--- src/rtl/emergency_arbiter.sv ---
// emergency_arbiter: synchronises and debounces N_CH emergency requests, grants
// one approach direction at a time (lowest index wins), keeps the grant for at
// least MIN_HOLD cycles and then drives an all-red clearance of CLEAR_CYCLES
// cycles before arbitrating again. All outputs are registered.
// Optional build macro EMERG_PREEMPT_EN: a debounced request on a lower index
// than the current grant cuts the grant short and forces clearance.
module emergency_arbiter #(
  parameter int N_CH           = 4,
  parameter int DEBOUNCE_LIMIT = 5,
  parameter int MIN_HOLD       = 16,
  parameter int CLEAR_CYCLES   = 8,
  localparam int IDX_W         = (N_CH > 1) ? $clog2(N_CH) : 1
) (
  input  logic             clk,
  input  logic             rst,
  input  logic [N_CH-1:0]  btn_emerg_raw,
  output logic [N_CH-1:0]  req_deb,
  output logic             emerg_active,
  output logic [N_CH-1:0]  grant,
  output logic [IDX_W-1:0] grant_idx,
  output logic             clearance
);

  localparam int DB_W   = (DEBOUNCE_LIMIT > 0) ? $clog2(DEBOUNCE_LIMIT + 1) : 1;
  localparam int HOLD_W = $clog2(MIN_HOLD + 1);
  localparam int CLR_W  = $clog2(CLEAR_CYCLES + 1);

  localparam logic [DB_W-1:0]   DB_MAX   = DB_W'(DEBOUNCE_LIMIT);
  localparam logic [HOLD_W-1:0] HOLD_MAX = HOLD_W'(MIN_HOLD);
  localparam logic [CLR_W-1:0]  CLR_MAX  = CLR_W'(CLEAR_CYCLES);

  typedef enum logic [1:0] {S_IDLE, S_GRANT, S_CLEAR} state_t;

  logic [N_CH-1:0]   r_sync1;
  logic [N_CH-1:0]   r_sync2;
  logic [N_CH-1:0]   w_deb;
  state_t            r_state;
  state_t            w_state_nxt;
  logic [HOLD_W-1:0] r_hold_cnt;
  logic [CLR_W-1:0]  r_clr_cnt;
  logic [HOLD_W-1:0] w_hold_nxt;
  logic [CLR_W-1:0]  w_clr_nxt;
  logic [IDX_W-1:0]  w_sel;
  logic              w_any;
  logic [IDX_W-1:0]  w_idx_nxt;
  logic [N_CH-1:0]   w_grant_nxt;
  logic              w_clear_nxt;
  logic              w_active_nxt;
  logic              w_hold_done;
  logic              w_grant_exit;

  // two-flop synchroniser for the asynchronous raw requests
  always_ff @(posedge clk or posedge rst) begin
    if (rst) begin
      r_sync1 <= '0;
      r_sync2 <= '0;
    end else begin
      r_sync1 <= btn_emerg_raw;
      r_sync2 <= r_sync1;
    end
  end

  for (genvar g = 0; g < N_CH; g++) begin : g_deb
    logic [DB_W-1:0] r_cnt;
    logic            r_deb;
    // per-channel debounce: adopt the synchronised level after DEBOUNCE_LIMIT+1 mismatching cycles
    always_ff @(posedge clk or posedge rst) begin
      if (rst) begin
        r_cnt <= '0;
        r_deb <= 1'b0;
      end else if (r_sync2[g] != r_deb) begin
        if (r_cnt == DB_MAX) begin
          r_deb <= r_sync2[g];
          r_cnt <= '0;
        end else begin
          r_cnt <= r_cnt + DB_W'(1);
        end
      end else begin
        r_cnt <= '0;
      end
    end
    assign w_deb[g] = r_deb;
  end

  assign req_deb = w_deb;

  // fixed-priority pick of the lowest set debounced request
  always_comb begin
    w_sel = '0;
    w_any = 1'b0;
    for (int unsigned i = 0; i < N_CH; i++) begin
      if (w_deb[i] && !w_any) begin
        w_sel = IDX_W'(i);
        w_any = 1'b1;
      end
    end
  end

  assign w_hold_done = (r_hold_cnt == HOLD_MAX) && !w_deb[grant_idx];

`ifdef EMERG_PREEMPT_EN
  logic w_preempt;
  // any debounced request of higher priority than the current grant
  always_comb begin
    w_preempt = 1'b0;
    for (int unsigned i = 0; i < N_CH; i++) begin
      if (w_deb[i] && (IDX_W'(i) < grant_idx)) w_preempt = 1'b1;
    end
  end
  assign w_grant_exit = w_hold_done || w_preempt;
`else
  assign w_grant_exit = w_hold_done;
`endif

  // FSM state register
  always_ff @(posedge clk or posedge rst) begin
    if (rst) r_state <= S_IDLE;
    else     r_state <= w_state_nxt;
  end

  // FSM next-state logic
  always_comb begin
    w_state_nxt = r_state;
    case (r_state)
      S_IDLE:  if (w_any) w_state_nxt = S_GRANT;
      S_GRANT: if (w_grant_exit) w_state_nxt = S_CLEAR;
      S_CLEAR: if (r_clr_cnt == CLR_MAX) w_state_nxt = S_IDLE;
      default: w_state_nxt = S_IDLE;
    endcase
  end

  // next values of the registered outputs and counters, keyed on the transition
  always_comb begin
    w_idx_nxt  = grant_idx;
    w_hold_nxt = '0;
    w_clr_nxt  = '0;
    case (r_state)
      S_IDLE: begin
        if (w_any) begin
          w_idx_nxt  = w_sel;
          w_hold_nxt = HOLD_W'(1);
        end
      end
      S_GRANT: begin
        if (w_grant_exit)                w_clr_nxt  = CLR_W'(1);
        else if (r_hold_cnt == HOLD_MAX) w_hold_nxt = r_hold_cnt;
        else                             w_hold_nxt = r_hold_cnt + HOLD_W'(1);
      end
      S_CLEAR: begin
        if (r_clr_cnt != CLR_MAX) w_clr_nxt = r_clr_cnt + CLR_W'(1);
      end
      default: ;
    endcase
    w_grant_nxt  = (w_state_nxt == S_GRANT) ? (N_CH'(1) << w_idx_nxt) : '0;
    w_clear_nxt  = (w_state_nxt == S_CLEAR);
    w_active_nxt = (w_state_nxt != S_IDLE);
  end

  // output and counter registers
  always_ff @(posedge clk or posedge rst) begin
    if (rst) begin
      grant        <= '0;
      grant_idx    <= '0;
      clearance    <= 1'b0;
      emerg_active <= 1'b0;
      r_hold_cnt   <= '0;
      r_clr_cnt    <= '0;
    end else begin
      grant        <= w_grant_nxt;
      grant_idx    <= w_idx_nxt;
      clearance    <= w_clear_nxt;
      emerg_active <= w_active_nxt;
      r_hold_cnt   <= w_hold_nxt;
      r_clr_cnt    <= w_clr_nxt;
    end
  end

endmodule

--- config.mk ---
export PLATFORM = sky130hd
export DESIGN_NAME = emergency_arbiter
export DESIGN_NICKNAME = d
export VERILOG_FILES = /design/src/rtl/emergency_arbiter.sv
export SDC_FILE = /design/constraint.sdc
export NUM_CORES = 1
export LEC_CHECK = 0
export BUFFER_PORTS_ARGS = -buffer_cell sky130_fd_sc_hd__buf_2
export CAP_MARGIN = 20
export CORE_MARGIN = 5
export CORE_UTILIZATION = 60
export CTS_BUF_LIST = sky130_fd_sc_hd__clkbuf_2 sky130_fd_sc_hd__clkbuf_4 sky130_fd_sc_hd__clkbuf_8
export DETAILED_ROUTE_END_ITERATION = 8
export HOLD_SLACK_MARGIN = 0.06
export MAX_ROUTING_LAYER = met4
export PLACE_DENSITY_LB_ADDON = 0.3
export SLEW_MARGIN = 10
export SYNTH_ARGS = -nofsm -noshare
export SYNTH_HDL_FRONTEND = slang
export SYNTH_SLANG_ARGS = --single-unit
--- constraint.sdc ---
create_clock -name clk -period 2 [get_ports clk]
set_input_delay 0.6 -clock clk [delete_from_list [all_inputs] [get_ports clk]]
set_output_delay 0.6 -clock clk [all_outputs]
set_load 0.005 [all_outputs]
== Word level (Yosys, flattened, before mapping) ==
Cells that the tools add are included.
Word-level totals
  output and inout bits: 12
  register bits after elaboration: 43
  word-level logic and storage cells: 86
  input bits: 6
Operators by class
  shifts and indexed selects: 1
  reduce and logical (&&, ||, !) cells: 14
  equality and inequality tests: 16
  muxes and demuxes: 31
  magnitude comparators: 1
  add/sub/neg operators: 6
Operators by type and width (count)
  two-way mux 3 bit: 8
  two-way mux 2 bit: 7
  adder 3 x 1 -> 3 bit (second input constant): 4
  equality test 3 bit (second input constant): 4
  two-way mux 5 bit: 2
  case mux 5 bit (2 select lines): 1
  two-way mux 1 bit: 8
  two-way mux 4 bit: 2
  case mux 4 bit (2 select lines): 1
  AND reduction 2 bit: 4
  case mux 2 bit (3 select lines): 1
  adder 5 x 1 -> 5 bit (second input constant): 1
  equality test 5 bit (second input constant): 1
  adder 4 x 1 -> 4 bit (second input constant): 1
  equality test 2 x 1 -> 1 bit (second input constant): 2
  equality test 2 bit (second input constant): 2
  equality test 4 bit (second input constant): 1
  logical AND 1 bit: 4
  zero test 1 bit: 4
  != test 1 bit: 4
  != test 4 bit (second input constant): 1
  << shifter 1 x 2 -> 4 bit (first input constant): 1
  < comparator 2 x 3 -> 1 bit (second input constant): 1
  != test 3 bit (second input constant): 1
  3 further kinds: 3

== Depth between registers and ports, before layout ==
Gate-level depths: netlist of the first run.
  word-level depth: 14
  gate-level depth with buffers: 6
  depth with buffers taken out: 6

== Worst setup path before layout of the first run ==
OpenSTA, ideal clock, no wires.
  path type: register to register
  start: register grant_idx[0]
  end: register clearance
  slack: 0.291 ns
  path buffers: 0
  stages on the path, launching flop included: 5
  clock period less this slack: 1.709 ns
  data required time: 1.920 ns
  library setup time: 0.080 ns
  arrival time: 1.630 ns
  path through: dfrtp_1 mux4_2 o31a_1 or2_4 nor3b_2
Between the ends
  word-level cells in the longest chain between the ends: 7
Ends and longest elaborated chain
  from (decl): line 20  | output logic [IDX_W-1:0] grant_idx,
  from (signal assigned): line 170  | grant_idx <= w_idx_nxt;
  binary-select mux 1 bit (select 2 bit): line 99  | assign w_hold_done = (r_hold_cnt == HOLD_MAX) && !w_deb[grant_idx];
  two-way mux 1 bit (not written as such): line 99
  zero test 1 bit: line 99
  logical AND 1 bit: line 99
  two-way mux 2 bit: line 126  | S_GRANT: if (w_grant_exit) w_state_nxt = S_CLEAR;
  case mux 2 bit (3 select lines): line 124  | case (r_state)
  equality test 2 bit: line 155  | w_clear_nxt = (w_state_nxt == S_CLEAR);
  named net w_clear_nxt: line 47  | logic w_clear_nxt;
  to (signal assigned): line 171  | clearance <= w_clear_nxt;
  to (decl): line 21  | output logic clearance
The timed path passes the listed nets, and every way through them passes these cells. The select of a mux whose other input is x is not followed.
A chain may end at the register's enable or synchronous reset.

== Worst setup path after layout of the first run ==
  start: register g_deb[1].r_deb
  end: register grant[1]
Between the ends
  word-level cells in the longest chain between the ends: 12
  elaborated cells on any way between the ends: 23
  classes of those cells: eq/ne: 1; shift: 1; mux: 14; reduce/logical: 7
Ends and longest elaborated chain
  from (decl): line 65  | logic r_deb;
  from (signal assigned): line 73  | r_deb <= r_sync2[g];
  logical AND 1 bit: line 92  | if (w_deb[i] && !w_any) begin
  two-way mux 1 bit: line 92
  zero test 1 bit: line 92
  logical AND 1 bit: line 92
  two-way mux 1 bit: line 92
  zero test 1 bit: line 92
  logical AND 1 bit: line 92
  two-way mux 1 bit or two-way mux 2 bit (tied branches): line 92
  two-way mux 2 bit, on equally long branches: line 125, 139
  case mux 2 bit (3 select lines) or two-way mux 2 bit (tied branches): line 124, 137
  equality test 2 x 1 -> 1 bit or << shifter 1 x 2 -> 4 bit (tied branches): line 154  | w_grant_nxt = (w_state_nxt == S_GRANT) ? (N_CH'(1) << w_idx_nxt) : '0;
  two-way mux 4 bit (*): line 154
  named net w_grant_nxt[1]: line 46  | logic [N_CH-1:0] w_grant_nxt;
  to (signal assigned): line 169  | grant <= w_grant_nxt;
  to (decl): line 19  | output logic [N_CH-1:0] grant,
The timed path passes the listed nets; every way through them passes the cells marked *. The select of a mux whose other input is x is not followed.

==> flow_summary.ini, run 1 <==
[synthesis]
synth-seq-cells = 43
synth-main-ff-cell = dfrtp_1
yosysUniqueCellTypes = 28
synth.yosys.seq_area_share = 0.581
synth_top_area_cell = dfrtp_1
ys_top_cells_by_area = dfrtp_1 (58%), ha_1 (5.4%), nor2_1 (4.3%)
synth_top_area_frac = 0.581
synth_cells = 167
synth-warning-count = 0
synthArstFlopShare = 1.00
synth-edff-count = 0
synthesis.nets = 181
netlist_area_sq_mm = 0.00185
avgSynthCellArea_sq_um = 11.1

[hold_path]
hp-class = input port to async pin

[sta]
finalMaxSlewViolations = 0
relSlewSlack = 0.618
period_minus_slack_ps = 1830
rsz0062_at_grt = no
worst_pin_slew_ps = 565
finalHoldViolations = 0
setup_ws_ps = 172
setup_viol = 0
setup_tns_ps = 0
final.setup_skew_ps = 9.77
fmax_ghz = 0.547
fin_crit_sh = 0.914

[cts]
cts_hold_buf = 0
htree_levels = 2
cts_sinks = 43
postCtsSetupRepairBufs = 0
cts.reportedPaths.clkPinSlew_ps = 120
cts_tree = done
clock_latency_ps = 350
clockBufferDepth = 2
cts_made_buffers = 5
clk_root_buffer_cell = clkbuf_4

[power_and_ir_drop]
p_comb_frac = 0.343
p_int_mw = 1.66
p_total_mw = 2.65
seqPwrFrac = 0.498
power_leakage_nw = 0.971
clkPwrFrac = 0.159
switchingPower_mw = 0.988
peakVddDrop_mv = 0.580
switching_share = 0.372
power_density_mw_per_mm2 = 1310

[global_route]
overflow = 0
grt_max_degree = 44
track_usage = 0.191
antenna_found_initial = 0
grt_pass1_wl_mm = 5.87
grt_pass1_vias = 1302

[critical_path]
reg2regPathDepth = 4
r2r_setup_slack_ps = 170
worst_r2r_endpoint = grant[1]
path_max_fanout = 8
r2r_start = g_deb[1].r_deb
critPathRequiredTime_ps = 2240
critPathCaptureType = register
path_class = register to register
cp.arrival_ps = 2070
critPathLaunchType = register

[detailed_routing]
drt-wirelength-per-cell_um = 14.2
viasPerCell = 5.56
ant_nets = 0
drt_first_pass_iters = 4
route.detailed.drc = 0
drt_iter0_markers = 62
wl_mm = 3.15
via_count = 1234

[placed_design]
numPortBuffers = 17
hpwl_mm = 2.26
gp_congestion = 0.890
preCtsSetupSlack_ps = 160

[floorplan]
core_sq_mm = 0.00300
fp.dieH_um = 65.6
initial_utilization = 0.617
die_width_um = 65.6
num_rows = 20
ios = 18
dieArea_sq_mm = 0.00430

[finish]
mostFrequentLayoutCells = dfrtp_1 (42), nor2_1 (21), buf_2 (17)
syn2layout_area_growth_pct = 9.59
nets = 202
n_antenna_cell = 0
mostFrequentLayoutCell = dfrtp_1
drive_above_1_share = 0.201

[status]
status = complete, no violations

[flow_run]
max-cap-violations = 0
## worst max path at each step
stage / from / endpoint / slack, ps / cells past startpoint
global route: r_hold_cnt[0] / grant[0] / 30 / 6
CTS: r_state[1] / grant[3] / 120 / 6
floorplan: grant_idx[0] / clearance / 290 / 4
global placement: r_hold_cnt[0] / grant[3] / 230 / 6
finish: g_deb[1].r_deb / grant[1] / 170 / 4
detailed placement: g_deb[0].r_deb / grant[1] / 160 / 4
## cell usage after synthesis, types with 2 or more instances
cell type	n
inv_1	15
nor3_1	5
nand3_1	7
buf_4	4
dfrtp_1	43
ha_1	8
nor2_1	21
nor4_1	5
mux2_2	4
xnor2_1	6
o21ai_1	2
xor2_1	3
a21oi_1	11
nand2_1	12
nand3b_1	5
o21ai_0	4
## state kept, by name, indices dropped and copies added, names as in the netlist
signal / count
clearance: 1
r_state: 2
emerg_active: 1
r_clr_cnt: 4
g_deb.r_cnt: 12
grant: 4
r_hold_cnt: 5
r_sync2: 4
g_deb.r_deb: 4
r_sync1: 4
grant_idx: 2
## cells by family after synthesis
group | Yosys count | share of synthesized area
compound gates | 23 | 0.0764
xor+xnor | 9 | 0.0426
fa+ha+maj | 8 | 0.0541
buf+inv | 19 | 0.0466
flops | 43 | 0.581
mux | 5 | 0.0365
simple gates | 60 | 0.163
## final cells by class
cell class / count / area, sq um
fill: 235 / 973
clock inverter: 1 / 5.00
clock buffer: 7 / 52.6
timing repair buffer: 18 / 92.6
multi-input combinational: 105 / 704
inverter: 15 / 56.3
tap: 33 / 41.3
sequential: 43 / 1080
## power by group through the flow
stage	clock network [mW]	registers (mW)	logic, mW
finish	0.422	1.32	0.909
global route	0.492	1.37	1.04
CTS	0.437	1.31	0.888
detailed placement	0	1.33	0.875
global placement	0	1.30	0.837
floorplan	0	1.29	0.675
## timing repair
action                     4_1_cts  5_1_grt
setup endpoints to repair        0        3
resized for setup                0        5
hold endpoints to repair         0        0
## critical path, stage by stage, from the launching register on
cell	delay, ps
dfrtp_1	500
mux4_2	550
o31a_1	310
nor2_1	250
nor4_1	100
## routing by layer
metal / vias to the layer above / wire [um] / GRT usage
met2: 15 / 1630 / 0.305
met5: - / 0 / -
li1: 608 / - / -
met4: 0 / 90 / 0.0984
met1: 600 / 1310 / 0.213
met3: 11 / 123 / 0.0667
## per-stage QoR
stage	utilization	hold slack [ps]	instance area (sq um)	instances
6_report	0.676	339	2030	222
5_1_grt	0.676	311	2030	222
3_5_place_dp	0.651	347	1960	214
2_1_floorplan	-	331	1850	167
3_3_place_gp	0.651	333	1960	214
4_1_cts	0.670	332	2010	222
Power figures use the tool's default switching activity.
==> run 2: changes to the inputs <==
--- a/config.mk
+++ b/config.mk
@@ -5,12 +5,13 @@
 export SDC_FILE = /design/constraint.sdc
 export NUM_CORES = 1
 export LEC_CHECK = 0
-export BUFFER_PORTS_ARGS = -buffer_cell sky130_fd_sc_hd__buf_2
 export CAP_MARGIN = 20
 export CORE_MARGIN = 5
-export CORE_UTILIZATION = 60
+export CORE_UTILIZATION = 61
 export CTS_BUF_LIST = sky130_fd_sc_hd__clkbuf_2 sky130_fd_sc_hd__clkbuf_4 sky130_fd_sc_hd__clkbuf_8
 export DETAILED_ROUTE_END_ITERATION = 8
+export DONT_BUFFER_PORTS = 1
+export GPL_TIMING_DRIVEN = 0
 export HOLD_SLACK_MARGIN = 0.06
 export MAX_ROUTING_LAYER = met4
 export PLACE_DENSITY_LB_ADDON = 0.3
==> run 2 against run 1 <==
  * Wire length is 5.5% lower
  * Sequential share of layout area is 2.1 points higher
  * Fmax is 3.9% lower
  * Worst setup slack worse by 75 ps
  * First-iteration DRC count is 37% lower
  * Critical path type unchanged
==> flow_summary.ini, run 2 (same netlist as run 1, synthesis figures left out) <==
[placed_design]
dpl_cell_area_sq_mm = 0.00189
dpl.cell_count = 200
hpwl_mm = 2.24
numPortBuffers = 0
preCtsSetupSlack_ps = 127
gp_congestion = 0.870

[sta]
relSlewSlack = 0.444
finalMaxSlewViolations = 0
final.setup_skew_ps = 9.68
worst_pin_slew_ps = 833
setup_ws_ps = 97.5
fin_crit_sh = 0.951
finalHoldViolations = 0
holdWs_ps = 255
fmax_ghz = 0.526
rsz0062_at_grt = yes
setup_viol = 0
setup_tns_ps = 0
period_minus_slack_ps = 1900

[critical_path]
path_class = register to register
path_buf_inv = 1
critPathRequiredTime_ps = 2230
slowest_stage = dfrtp_1
critPathLaunchType = register
path_max_fanout = 7
cp.arrival_ps = 2130
critPathCaptureType = register
crit_family = simple AND/OR/NAND/NOR gates
critPathMaxStageDelay_ps = 440
path_cells = inv_1 -> ha_1 -> nand4bb_1 -> o21ai_1 -> a211o_1 -> nor4_1

[hold_path]
hp-class = input port to register

[finish]
final_cell_area_sq_mm = 0.00195
largest_registers = g_deb.r_cnt x12, r_hold_cnt x5
mostFrequentLayoutCells = dfrtp_1 (43), nor2_1 (21), inv_1 (14)
nets = 188
drive_above_1_share = 0.120
n_antenna_cell = 0
syn2layout_area_growth_pct = 5.34
largest_reg_flops = 12
final_util = 0.655
mostFrequentLayoutCell = dfrtp_1
instances_no_fill = 208
regMostFlops = g_deb.r_cnt

[detailed_routing]
route.detailed.drc = 0
drt-wirelength-per-cell_um = 14.3
viasPerCell = 5.72
wl_mm = 2.98
drt_iter0_markers = 39
via_count = 1189
drt_first_pass_iters = 5
ant_nets = 0

[status]
status = complete, no violations

[global_route]
antenna_found_initial = 0
grt_pass1_vias = 1304
overflow = 0
grt_max_degree = 44
grt_pass1_wl_mm = 5.62
track_usage = 0.178

[cts]
cts_sinks = 43
clockBufferDepth = 2
htree_levels = 2
clk_root_buffer_cell = clkbuf_4
cts_tree = done
cts_hold_buf = 0
clock_latency_ps = 350
cts_made_buffers = 5
cts.reportedPaths.clkPinSlew_ps = 130

[floorplan]
num_rows = 20
die_width_um = 65.1
initial_utilization = 0.622
core_sq_mm = 0.00298
fp.dieH_um = 65.1
dieArea_sq_mm = 0.00424
ios = 18

[power_and_ir_drop]
peakVddDrop_mv = 0.725
p_total_mw = 2.56
power_leakage_nw = 0.899
power_density_mw_per_mm2 = 1310

[flow_run]
max-cap-violations = 0
## run 2: cell types whose count changed in the layout (fill, tap and decap cells not counted), sizes merged
cell,delta
buf,-14
clkbuf,-2
clkinvlp,+2
## run 2: worst reg2reg max path: stages (launching register included)
cell	delay [ps]
dfrtp_1	440
inv_1	80
ha_1	200
nand4bb_1	190
o21ai_1	120
a211o_1	360
nor4_1	390
## run 2: repair_timing
item	4_1_cts	5_1_grt
setup endpoints to repair	0	3
buffers inserted	0	0
resized for setup	0	0
hold endpoints to repair	0	0
## run 2: report_power, final
group	leakage (nW)	total [mW]	switching [mW]	internal, mW
Sequential	0.556	1.34	0.246	1.09
Clock	0.0272	0.408	0.274	0.134
Combinational	0.316	0.816	0.451	0.365
Total	0.899	2.56	0.972	1.59
## run 2: worst paths after layout
kind / startpoint / end / slack, ps / cells past startpoint
setup reg to reg: r_hold_cnt[0] / grant[3] / 100 / 6
setup / recovery: r_hold_cnt[0] / grant[3] / 100 / 6
max in group asynchronous: rst / r_hold_cnt[2] / 1200 / 1
hold / removal: btn_emerg_raw[0] / r_sync1[0] / 260 / 0
hold reg to reg: r_sync1[0] / r_sync2[0] / 370 / 0
min in group asynchronous: rst / r_sync1[0] / 270 / 1
## run 2: final cells by class
cell class / instances / area (sq um)
multi-input combinational: 105 / 689
clock buffer: 5 / 37.5
tap: 33 / 41.3
fill: 237 / 1030
sequential: 43 / 1080
buffer: 4 / 30.0
clock inverter: 3 / 20.0
inverter: 15 / 56.3
## run 2: per-layer routing
metal  up-vias  track usage  share of wire  wire length, um
met5         -            -              0                0
met3         7       0.0462          0.049              145
met4         0       0.0777          0.020               59
li1        580            -              -                -
met2        30        0.295           0.50             1490
met1       572        0.206           0.43             1280
